[config.mk]
export PLATFORM = sky130hd
export DESIGN_NAME = commit_trace_buffer_flat
export DESIGN_NICKNAME = d
export VERILOG_FILES = /design/src/rtl/commit_trace_buffer_if.sv /design/src/rtl/commit_trace_buffer.sv /design/src/flat_wrapper.sv
export SDC_FILE = /design/constraint.sdc
export NUM_CORES = 1
export LEC_CHECK = 0
export CAP_MARGIN = 20
export CORE_UTILIZATION = 64
export CTS_CLUSTER_SIZE = 16
export DETAILED_ROUTE_END_ITERATION = 12
export PLACE_DENSITY = 0.84
export SYNTH_ARGS = -nofsm -noshare
export SYNTH_HDL_FRONTEND = slang
export SYNTH_SLANG_ARGS = --single-unit
[constraint.sdc]
create_clock -name clk -period 15 [get_ports clk]
set_input_delay 2.25 -clock clk [delete_from_list [all_inputs] [get_ports clk]]
set_output_delay 2.25 -clock clk [all_outputs]
set_load 0.005 [all_outputs]
[src/rtl/commit_trace_buffer_if.sv]
// Commit-event inputs and trace-drain outputs of the commit trace buffer.
// The slave side is the buffer; the master side is the CPU/consumer environment.
interface commit_trace_buffer_if;
    logic        capture_en;
    logic        reg_write_enable;
    logic [4:0]  reg_write_addr;
    logic [31:0] reg_write_data;
    logic        hilo_we;
    logic [31:0] hi_data;
    logic [31:0] lo_data;
    logic        cp0_we;
    logic [4:0]  cp0_waddr;
    logic [31:0] cp0_wdata;
    logic        trace_valid;
    logic        trace_ready;
    logic [1:0]  trace_kind;
    logic [15:0] trace_index;
    logic [4:0]  trace_addr;
    logic [31:0] trace_data0;
    logic [31:0] trace_data1;
    logic        overflow;
    logic [15:0] drop_count;

    modport master (
        output capture_en, reg_write_enable, reg_write_addr, reg_write_data,
               hilo_we, hi_data, lo_data, cp0_we, cp0_waddr, cp0_wdata, trace_ready,
        input  trace_valid, trace_kind, trace_index, trace_addr, trace_data0,
               trace_data1, overflow, drop_count
    );

    modport slave (
        input  capture_en, reg_write_enable, reg_write_addr, reg_write_data,
               hilo_we, hi_data, lo_data, cp0_we, cp0_waddr, cp0_wdata, trace_ready,
        output trace_valid, trace_kind, trace_index, trace_addr, trace_data0,
               trace_data1, overflow, drop_count
    );
endinterface

[src/rtl/commit_trace_buffer.sv]
// Classifies each captured commit cycle, tags it with a running cycle index and
// queues it in a FIFO drained through a valid/ready handshake.
module commit_trace_buffer #(
    parameter int DEPTH        = 16,
    parameter int CAPTURE_SKIP = 1
) (
    input  logic                  clk,
    input  logic                  rst,
    commit_trace_buffer_if.slave  bus
);
    localparam int              AW         = $clog2(DEPTH);
    localparam logic [AW:0]     FULL_COUNT = (AW+1)'(DEPTH);

    typedef enum logic [1:0] {
        KIND_SKIP = 2'd0,
        KIND_GPR  = 2'd1,
        KIND_HILO = 2'd2,
        KIND_CP0  = 2'd3
    } kind_e;

    typedef struct packed {
        kind_e       kind;
        logic [15:0] index;
        logic [4:0]  addr;
        logic [31:0] data0;
        logic [31:0] data1;
    } entry_t;

    entry_t          r_mem [DEPTH];
    logic [AW-1:0]   r_wptr;
    logic [AW-1:0]   r_rptr;
    logic [AW:0]     r_count;
    logic [15:0]     r_index;
    logic            r_overflow;
    logic [15:0]     r_drop_count;

    entry_t          w_entry;
    entry_t          w_head;
    logic [15:0]     w_next_index;
    logic            w_push;
    logic            w_pop;
    logic            w_full;
    logic            w_write;
    logic            w_drop;
    logic            w_valid;

    assign w_next_index = r_index + 16'd1;

    // Fixed priority: GPR over HI/LO over CP0; lower-priority writes are lost.
    always_comb begin
        // NOTE: every field gets a default first so no path leaves a latch behind.
        w_entry       = '0;
        w_entry.index = w_next_index;
        if (bus.reg_write_enable) begin
            w_entry.kind  = KIND_GPR;
            w_entry.addr  = bus.reg_write_addr;
            w_entry.data0 = bus.reg_write_data;
        end else if (bus.hilo_we) begin
            w_entry.kind  = KIND_HILO;
            w_entry.data0 = bus.hi_data;
            w_entry.data1 = bus.lo_data;
        end else if (bus.cp0_we) begin
            w_entry.kind  = KIND_CP0;
            w_entry.addr  = bus.cp0_waddr;
            w_entry.data0 = bus.cp0_wdata;
        end
    end

    assign w_push  = bus.capture_en && ((w_entry.kind != KIND_SKIP) || (CAPTURE_SKIP != 0));
    assign w_valid = (r_count != '0);
    assign w_full  = (r_count == FULL_COUNT);
    assign w_pop   = w_valid && bus.trace_ready;
    assign w_write = w_push && (!w_full || w_pop);
    assign w_drop  = w_push && w_full && !w_pop;

    // NOTE: storage is not reset; r_count alone decides which slots hold data.
    always_ff @(posedge clk) begin
        if (w_write) r_mem[r_wptr] <= w_entry;
    end

    always_ff @(posedge clk or posedge rst) begin
        if (rst) begin
            r_wptr       <= '0;
            r_rptr       <= '0;
            r_count      <= '0;
            r_index      <= '0;
            r_overflow   <= 1'b0;
            r_drop_count <= '0;
        end else begin
            if (bus.capture_en) r_index <= w_next_index;
            if (w_write)        r_wptr  <= r_wptr + AW'(1);
            if (w_pop)          r_rptr  <= r_rptr + AW'(1);
            case ({w_write, w_pop})
                2'b10:   r_count <= r_count + (AW+1)'(1);
                2'b01:   r_count <= r_count - (AW+1)'(1);
                default: r_count <= r_count;
            endcase
            if (w_drop) begin
                r_overflow <= 1'b1;
                if (r_drop_count != 16'hFFFF) r_drop_count <= r_drop_count + 16'd1;
            end
        end
    end

    // Head is shown straight from storage and forced to zero when empty.
    assign w_head          = w_valid ? r_mem[r_rptr] : '0;
    assign bus.trace_valid = w_valid;
    assign bus.trace_kind  = w_head.kind;
    assign bus.trace_index = w_head.index;
    assign bus.trace_addr  = w_head.addr;
    assign bus.trace_data0 = w_head.data0;
    assign bus.trace_data1 = w_head.data1;
    assign bus.overflow    = r_overflow;
    assign bus.drop_count  = r_drop_count;
endmodule

[src/flat_wrapper.sv]
// flat-port wrapper written by rule: the top's interface ports become plain ports
module commit_trace_buffer_flat 
#(
    parameter int DEPTH        = 16,
    parameter int CAPTURE_SKIP = 1
)
  (clk, rst, bus_capture_en, bus_reg_write_enable, bus_reg_write_addr, bus_reg_write_data, bus_hilo_we, bus_hi_data, bus_lo_data, bus_cp0_we, bus_cp0_waddr, bus_cp0_wdata, bus_trace_ready, bus_trace_valid, bus_trace_kind, bus_trace_index, bus_trace_addr, bus_trace_data0, bus_trace_data1, bus_overflow, bus_drop_count);
  commit_trace_buffer_if bus_i ();
  input  logic clk;
  input  logic rst;
  input wire logic [$bits(bus_i.capture_en)-1:0] bus_capture_en;
  input wire logic [$bits(bus_i.reg_write_enable)-1:0] bus_reg_write_enable;
  input wire logic [$bits(bus_i.reg_write_addr)-1:0] bus_reg_write_addr;
  input wire logic [$bits(bus_i.reg_write_data)-1:0] bus_reg_write_data;
  input wire logic [$bits(bus_i.hilo_we)-1:0] bus_hilo_we;
  input wire logic [$bits(bus_i.hi_data)-1:0] bus_hi_data;
  input wire logic [$bits(bus_i.lo_data)-1:0] bus_lo_data;
  input wire logic [$bits(bus_i.cp0_we)-1:0] bus_cp0_we;
  input wire logic [$bits(bus_i.cp0_waddr)-1:0] bus_cp0_waddr;
  input wire logic [$bits(bus_i.cp0_wdata)-1:0] bus_cp0_wdata;
  input wire logic [$bits(bus_i.trace_ready)-1:0] bus_trace_ready;
  output wire logic [$bits(bus_i.trace_valid)-1:0] bus_trace_valid;
  output wire logic [$bits(bus_i.trace_kind)-1:0] bus_trace_kind;
  output wire logic [$bits(bus_i.trace_index)-1:0] bus_trace_index;
  output wire logic [$bits(bus_i.trace_addr)-1:0] bus_trace_addr;
  output wire logic [$bits(bus_i.trace_data0)-1:0] bus_trace_data0;
  output wire logic [$bits(bus_i.trace_data1)-1:0] bus_trace_data1;
  output wire logic [$bits(bus_i.overflow)-1:0] bus_overflow;
  output wire logic [$bits(bus_i.drop_count)-1:0] bus_drop_count;
  assign bus_i.capture_en = bus_capture_en;
  assign bus_i.reg_write_enable = bus_reg_write_enable;
  assign bus_i.reg_write_addr = bus_reg_write_addr;
  assign bus_i.reg_write_data = bus_reg_write_data;
  assign bus_i.hilo_we = bus_hilo_we;
  assign bus_i.hi_data = bus_hi_data;
  assign bus_i.lo_data = bus_lo_data;
  assign bus_i.cp0_we = bus_cp0_we;
  assign bus_i.cp0_waddr = bus_cp0_waddr;
  assign bus_i.cp0_wdata = bus_cp0_wdata;
  assign bus_i.trace_ready = bus_trace_ready;
  assign bus_trace_valid = bus_i.trace_valid;
  assign bus_trace_kind = bus_i.trace_kind;
  assign bus_trace_index = bus_i.trace_index;
  assign bus_trace_addr = bus_i.trace_addr;
  assign bus_trace_data0 = bus_i.trace_data0;
  assign bus_trace_data1 = bus_i.trace_data1;
  assign bus_overflow = bus_i.overflow;
  assign bus_drop_count = bus_i.drop_count;
  commit_trace_buffer #(.DEPTH(DEPTH), .CAPTURE_SKIP(CAPTURE_SKIP)) u_core (.clk(clk), .rst(rst), .bus(bus_i));
endmodule
== Yosys cells after proc, flatten, opt, wreduce, memory -nomap -nowiden ==
Memories as Yosys holds them, arrays and structs flattened.
Index checks and enable logic that the tools add are counted.

* Register bits: 46
* Bits in latches: 0
* Bits in writable memories: 1392
* ROM bits: 0
* Output and inout bits: 105
* Word-level logic and storage cells: 40
* Memories kept: 1

* Add/subtract/negate cells: 6
* Multiply operators: 0
* Div/mod/pow operators: 0
* Order comparisons: 0
* Equality and inequality tests: 4
* Shift operators: 0
* Muxes and demuxes: 13
* Bitwise operators: 0
* Reductions and logical operators: 10

{| class="wikitable"
|+ Memories
! name !! words !! bits a word !! rd ports !! clocked after Yosys merged registers in !! write ports !! RTL line !! RTL
|-
| u_core.r_mem || 16 || 87 || 1 || 0 || 1 || commit_trace_buffer.sv:29 || <nowiki>entry_t r_mem [DEPTH];</nowiki>
|}

{| class="wikitable"
|+ Operators by type and width
! cell !! number
|-
| $mux 32 || 3
|-
| $mux 87 || 1
|-
| $mux 37 || 2
|-
| $add 16x1->16 const B || 2
|-
| $ne 16x16->1 const B || 1
|-
| $pmux 5 s2 || 1
|-
| $add 4x1->4 const B || 2
|-
| $mux 2 || 3
|-
| $add 5x1->5 const B || 1
|-
| $eq 5x5->1 const B || 1
|-
| $mux 5 || 1
|-
| $reduce_bool 5->1 || 1
|-
| $sub 5x1->5 const B || 1
|-
| $logic_and 1x1->1 || 4
|-
| $eq 2x1->1 const B || 1
|-
| $eq 2x2->1 const B || 1
|-
| $logic_not 1->1 || 2
|-
| $mux 1 || 2
|-
| $reduce_and 2->1 || 1
|-
| $reduce_bool 2->1 || 1
|-
| $logic_or 1x1->1 || 1
|}

== Depth between registers and ports, before layout ==
* Depth after elaboration: 6
* Gate-level depth with buffers: 9
* Mapped depth without buffers: 8

== Worst setup path after synthesis ==
No wires, ideal clock.

* Kind: input -> register
* From: input port bus_capture_en
* To: memory u_core.r_mem[3][0] in the netlist's numbering, enable pin
* Library setup time: 746 ps
* Arrival time: 10888 ps
* Slack: 3366 ps
* Stages on the path: 3
* Path buffers: 1
* Path through: clkbuf_1 -> o21ai_1 -> nor4_1

* Word-level cells in the longest chain between the ends: 3

{| class="wikitable"
|+ Ends and longest elaborated chain
! what !! RTL line !! RTL
|-
| start, declared || flat_wrapper.sv:11 || <nowiki>input wire logic [$bits(bus_i.capture_en)-1:0] bus_capture_en;</nowiki>
|-
| $logic_and 1x1->1 || commit_trace_buffer.sv:73 || <nowiki>assign w_write = w_push && (!w_full || w_pop);</nowiki>
|-
| $mux 1 || commit_trace_buffer.sv:78 || <nowiki>if (w_write) r_mem[r_wptr] <= w_entry;</nowiki>
|-
| $mux 1 (not written as such) || commit_trace_buffer.sv:78 ||
|-
| end, declared || commit_trace_buffer.sv:29 ||
|}

No other way between the ends.

== Worst setup path after layout ==
* From: register u_core.r_rptr[0]
* To: output port bus_trace_index[12]

* Word-level cells in the longest chain between the ends: 2

{| class="wikitable"
|+ Ends and longest elaborated chain
! what !! RTL line !! RTL
|-
| start, declared || commit_trace_buffer.sv:31 || <nowiki>logic [AW-1:0] r_rptr;</nowiki>
|-
| start signal, assigned || commit_trace_buffer.sv:92 || <nowiki>if (w_pop) r_rptr <= r_rptr + AW'(1);</nowiki>
|-
| $mem_v2 16x87 || - ||
|-
| $mux 87 || commit_trace_buffer.sv:106 || <nowiki>assign w_head = w_valid ? r_mem[r_rptr] : '0;</nowiki>
|-
| end, declared || flat_wrapper.sv:24 || <nowiki>output wire logic [$bits(bus_i.trace_index)-1:0] bus_trace_index;</nowiki>
|}

No other way between the ends.

==> results.yml <==
synthesis:
  yosys_register_bits: 1438
  yosysTopAreaCell: "edfxtp_1"
  synthCells: 2553
  yosysTopAreaCellShare_pct: 74.7
  ys_seq_area_share_pct: 76.8
  syn_nets: 2707
  synth_common_cells: "edfxtp_1 (1392), mux4_2 (348), mux2i_1 (175), clkbuf_1 (90), o22ai_1 (87)"
  synth-main-ff-cell: "edfxtp_1"
  ys_warn_count: 0
  synth_area_leaders: "edfxtp_1 (75%), mux4_2 (14%), mux2i_1 (3.1%)"
  synth_edf_count: 1392
  syn_area_per_cell_um2: 21.9
  synth.most_common_cell: "edfxtp_1"
  ys_types: 45
  netlist_area_um2: 55900
  async_flop_share_pct: 3.20
grt:
  grt_max_degree: 182
  grt_overflow_total: 0
  grt_antenna_before_repair: 3
  grt_pass1_vias: 30451
  grt_pass1_wl_um: 203000
  grt_usage_pct: 32.1
worst_setup_path:
  path_class: "reg2out"
  cpLargestDelayFamily: "buffers and inverters"
  ff2ff_path_depth: 6
  cp.required_ns: 12.75
  critPathMaxFanout: 129
  path_buf_inv: 3
  end_kind: "output pin"
  worst_path_most_repeated_cell: "buf_12"
  worstSetupStartpointType: "flip-flop"
  cp.arrival_ns: 4.95
  reg2reg_to: "u_core.r_mem[8][38]$_DFFE_PP_"
  cp_slowest_cell: "buf_12"
  worstPathCellList: "buf_12, buf_12, mux4_2, mux2i_1, o22ai_1, clkdlybuf4s50_1"
  rr_startpoint: "u_core.r_count[1]$_DFFE_PP0P_"
  r2r_setup_slack_ns: 11.17
  crit_path_max_incr_delay_ns: 0.83
timing:
  fmax_ghz: 0.139
  report.final.slew_viol_count: 0
  fin_crit_ns: 7.20
  worst_pin_slew_ns: 1.20
  rsz0062_at_grt: "no"
  post-route-period-util_pct: 48.0
  setup_tns_ns: 0
  setup_violations: 0
  hold_violations: 0
  skew_ns: 0.0223
  slew_headroom_pct: 20.0
  hold_slack_ns: 0.470
clocking:
  cts_buffer_depth: 3
  clockRootBuffer: "clkbuf_16"
  cts_inserted_buffers: 137
  clock-sinks: 1438
  cts_tree: "yes"
  cts_max_level: 4
  clkLatencyLatePin_ns: 0.76
  cts_setup_buffers: 0
  cts_resized: 0
  cts.clk_slew.worst_paths_ns: 0.06
  cts_hold_repair.buffers: 0
route:
  dr.pass1.iters: 6
  wl_per_cell_um: 34.0
  vias: 29281
  via_per_inst: 7.06
  finalWirelength_um: 141000
  drtIter0Drc: 3832
  drtAntennaViolNets: 0
  drc: 0
worst_hold_path:
  hold_class: "reg2reg"
  min_from: "u_core.bus.overflow$_DFFE_PP0P_"
  holdPathStages: 1
  hold_end: "u_core.bus.overflow$_DFFE_PP0P_"
die:
  die_h_um: 298
  die-area_um2: 88600
  initial_core_util_pct: 64.6
  num_rows: 108
  coreArea_um2: 86600
  num_io_pins: 250
  dieWidth_um: 298
cells_and_area:
  nNetsFinal: 3034
  area.growth.synth_to_final_pct: 15.4
  drive_above_1_share_pct: 22.2
placed_design:
  place.gp.congestion: 0.775
  port_buffers: 249
  dp_hpwl_um: 63800
power:
  leakage_nw: 21.0
  powerDensity_nw_per_um2: 192
  ir_drop_mv: 0.181
flow_run:
  cap_viol_max_count: 0
outcome:
  status: "completed"
-- power breakdown --
part	internal [mW]	switching (mW)
sequential	4.93	0.237
combinational	1.77	1.98
clock	1.93	1.54
total	8.62	3.76
-- registers in the layout, indices dropped and copies added (netlist names) --
register / count
u_core.r_count: 5
u_core.bus.drop_count: 16
u_core.r_mem: 1392
u_core.bus.overflow: 1
u_core.r_wptr: 4
u_core.r_rptr: 4
u_core.r_index: 16
-- layout by cell type (no fill, tap or decap), drive strengths merged, types with 2 or more instances in the layout --
master | netlist | final
edfxtp | 1392 | 1392
mux4 | 348 | 348
clkdlybuf4s50 | 0 | 247
mux2i | 175 | 175
clkbuf | 90 | 169
buf | 57 | 88
o22ai | 87 | 87
nand2 | 63 | 63
clkinv | 0 | 57
dfrtp | 46 | 46
and2 | 43 | 43
o21ai | 41 | 41
a22oi | 32 | 32
xnor2 | 27 | 27
xor2 | 23 | 23
inv | 12 | 20
nand3 | 14 | 14
nor2 | 14 | 14
bufinv | 0 | 12
nor4 | 10 | 10
ha | 9 | 9
nor3 | 8 | 8
and3 | 8 | 8
nand4 | 7 | 7
mux2 | 6 | 6
a21oi | 5 | 5
a211oi | 5 | 5
a31oi | 4 | 4
nand2b | 4 | 4
nor2b | 4 | 4
clkinvlp | 0 | 3
or4 | 3 | 3
diode | 0 | 2
and4 | 2 | 2
o31ai | 2 | 2
or2 | 2 | 2
or3 | 2 | 2
-- how the worst max path moves through the flow --
stage | from | endpoint | slack, ns | cells past startpoint
after global routing | u_core.r_rptr[0]$_DFFE_PP0N_ | bus_trace_index[12] | 7.45 | 6
after detailed placement | u_core.r_rptr[0]$_DFFE_PP0N_ | bus_trace_index[12] | 8.52 | 6
after CTS | u_core.r_rptr[0]$_DFFE_PP0N_ | bus_trace_index[12] | 7.65 | 6
after floorplan | bus_capture_en | u_core.r_mem[3][0]$_DFFE_PP_ | 3.37 | 3
final | u_core.r_rptr[0]$_DFFE_PP0N_ | bus_trace_index[12] | 7.80 | 6
after global placement | u_core.r_rptr[0]$_DFFE_PP0N_ | bus_trace_index[12] | 8.53 | 6
-- routing by layer --
layer,vias to the layer above,share of wire [%],wire (µm),GRT usage [%]
li1,11368,-,-,-
met1,15138,34,48200,41.0
met4,0,4.8,6710,16.1
met2,2333,51,72500,53.5
met5,-,0,0,0
met3,442,9.7,13600,5.83
-- per-stage QoR --
stage	std cells	cell area, µm²	setup slack (ns)	power (mW)	utilization (%)
5_1_grt	4147	64500	7.45	12.7	74.5
2_1_floorplan	2553	55900	3.37	7.45	-
4_1_cts	4134	64400	7.65	12.4	74.4
3_5_place_dp	3885	60000	8.52	8.86	69.2
3_3_place_gp	3874	59900	8.53	8.73	69.1
6_report	4147	64500	7.80	12.4	74.5
-- final cells by class --
cell class                 count  area (µm²)
antenna                        2        5.00
clock buffer                 169        3560
clock inverter                80         906
fill                        4325       22100
inverter                      12        45.0
multi-input combinational    956       12400
sequential                  1438       43000
tap                         1155        1450
timing repair buffer         335        3180
-- logic make-up (layout without fill, tap and decap cells) --
group	Yosys count	in the layout	share of synthesized area (%)
DFF	1438	1438	76.8
buffers and inverters	159	596	1.14
xor gates and xnor gates	50	50	0.783
muxes	529	529	17.3
and+or+nand+nor	186	186	1.72
other	0	2	0
adders and majority gates	9	9	0.201
AOI/OAI and AO/OA	182	182	2.08
(Power assumes the default switching activity.)
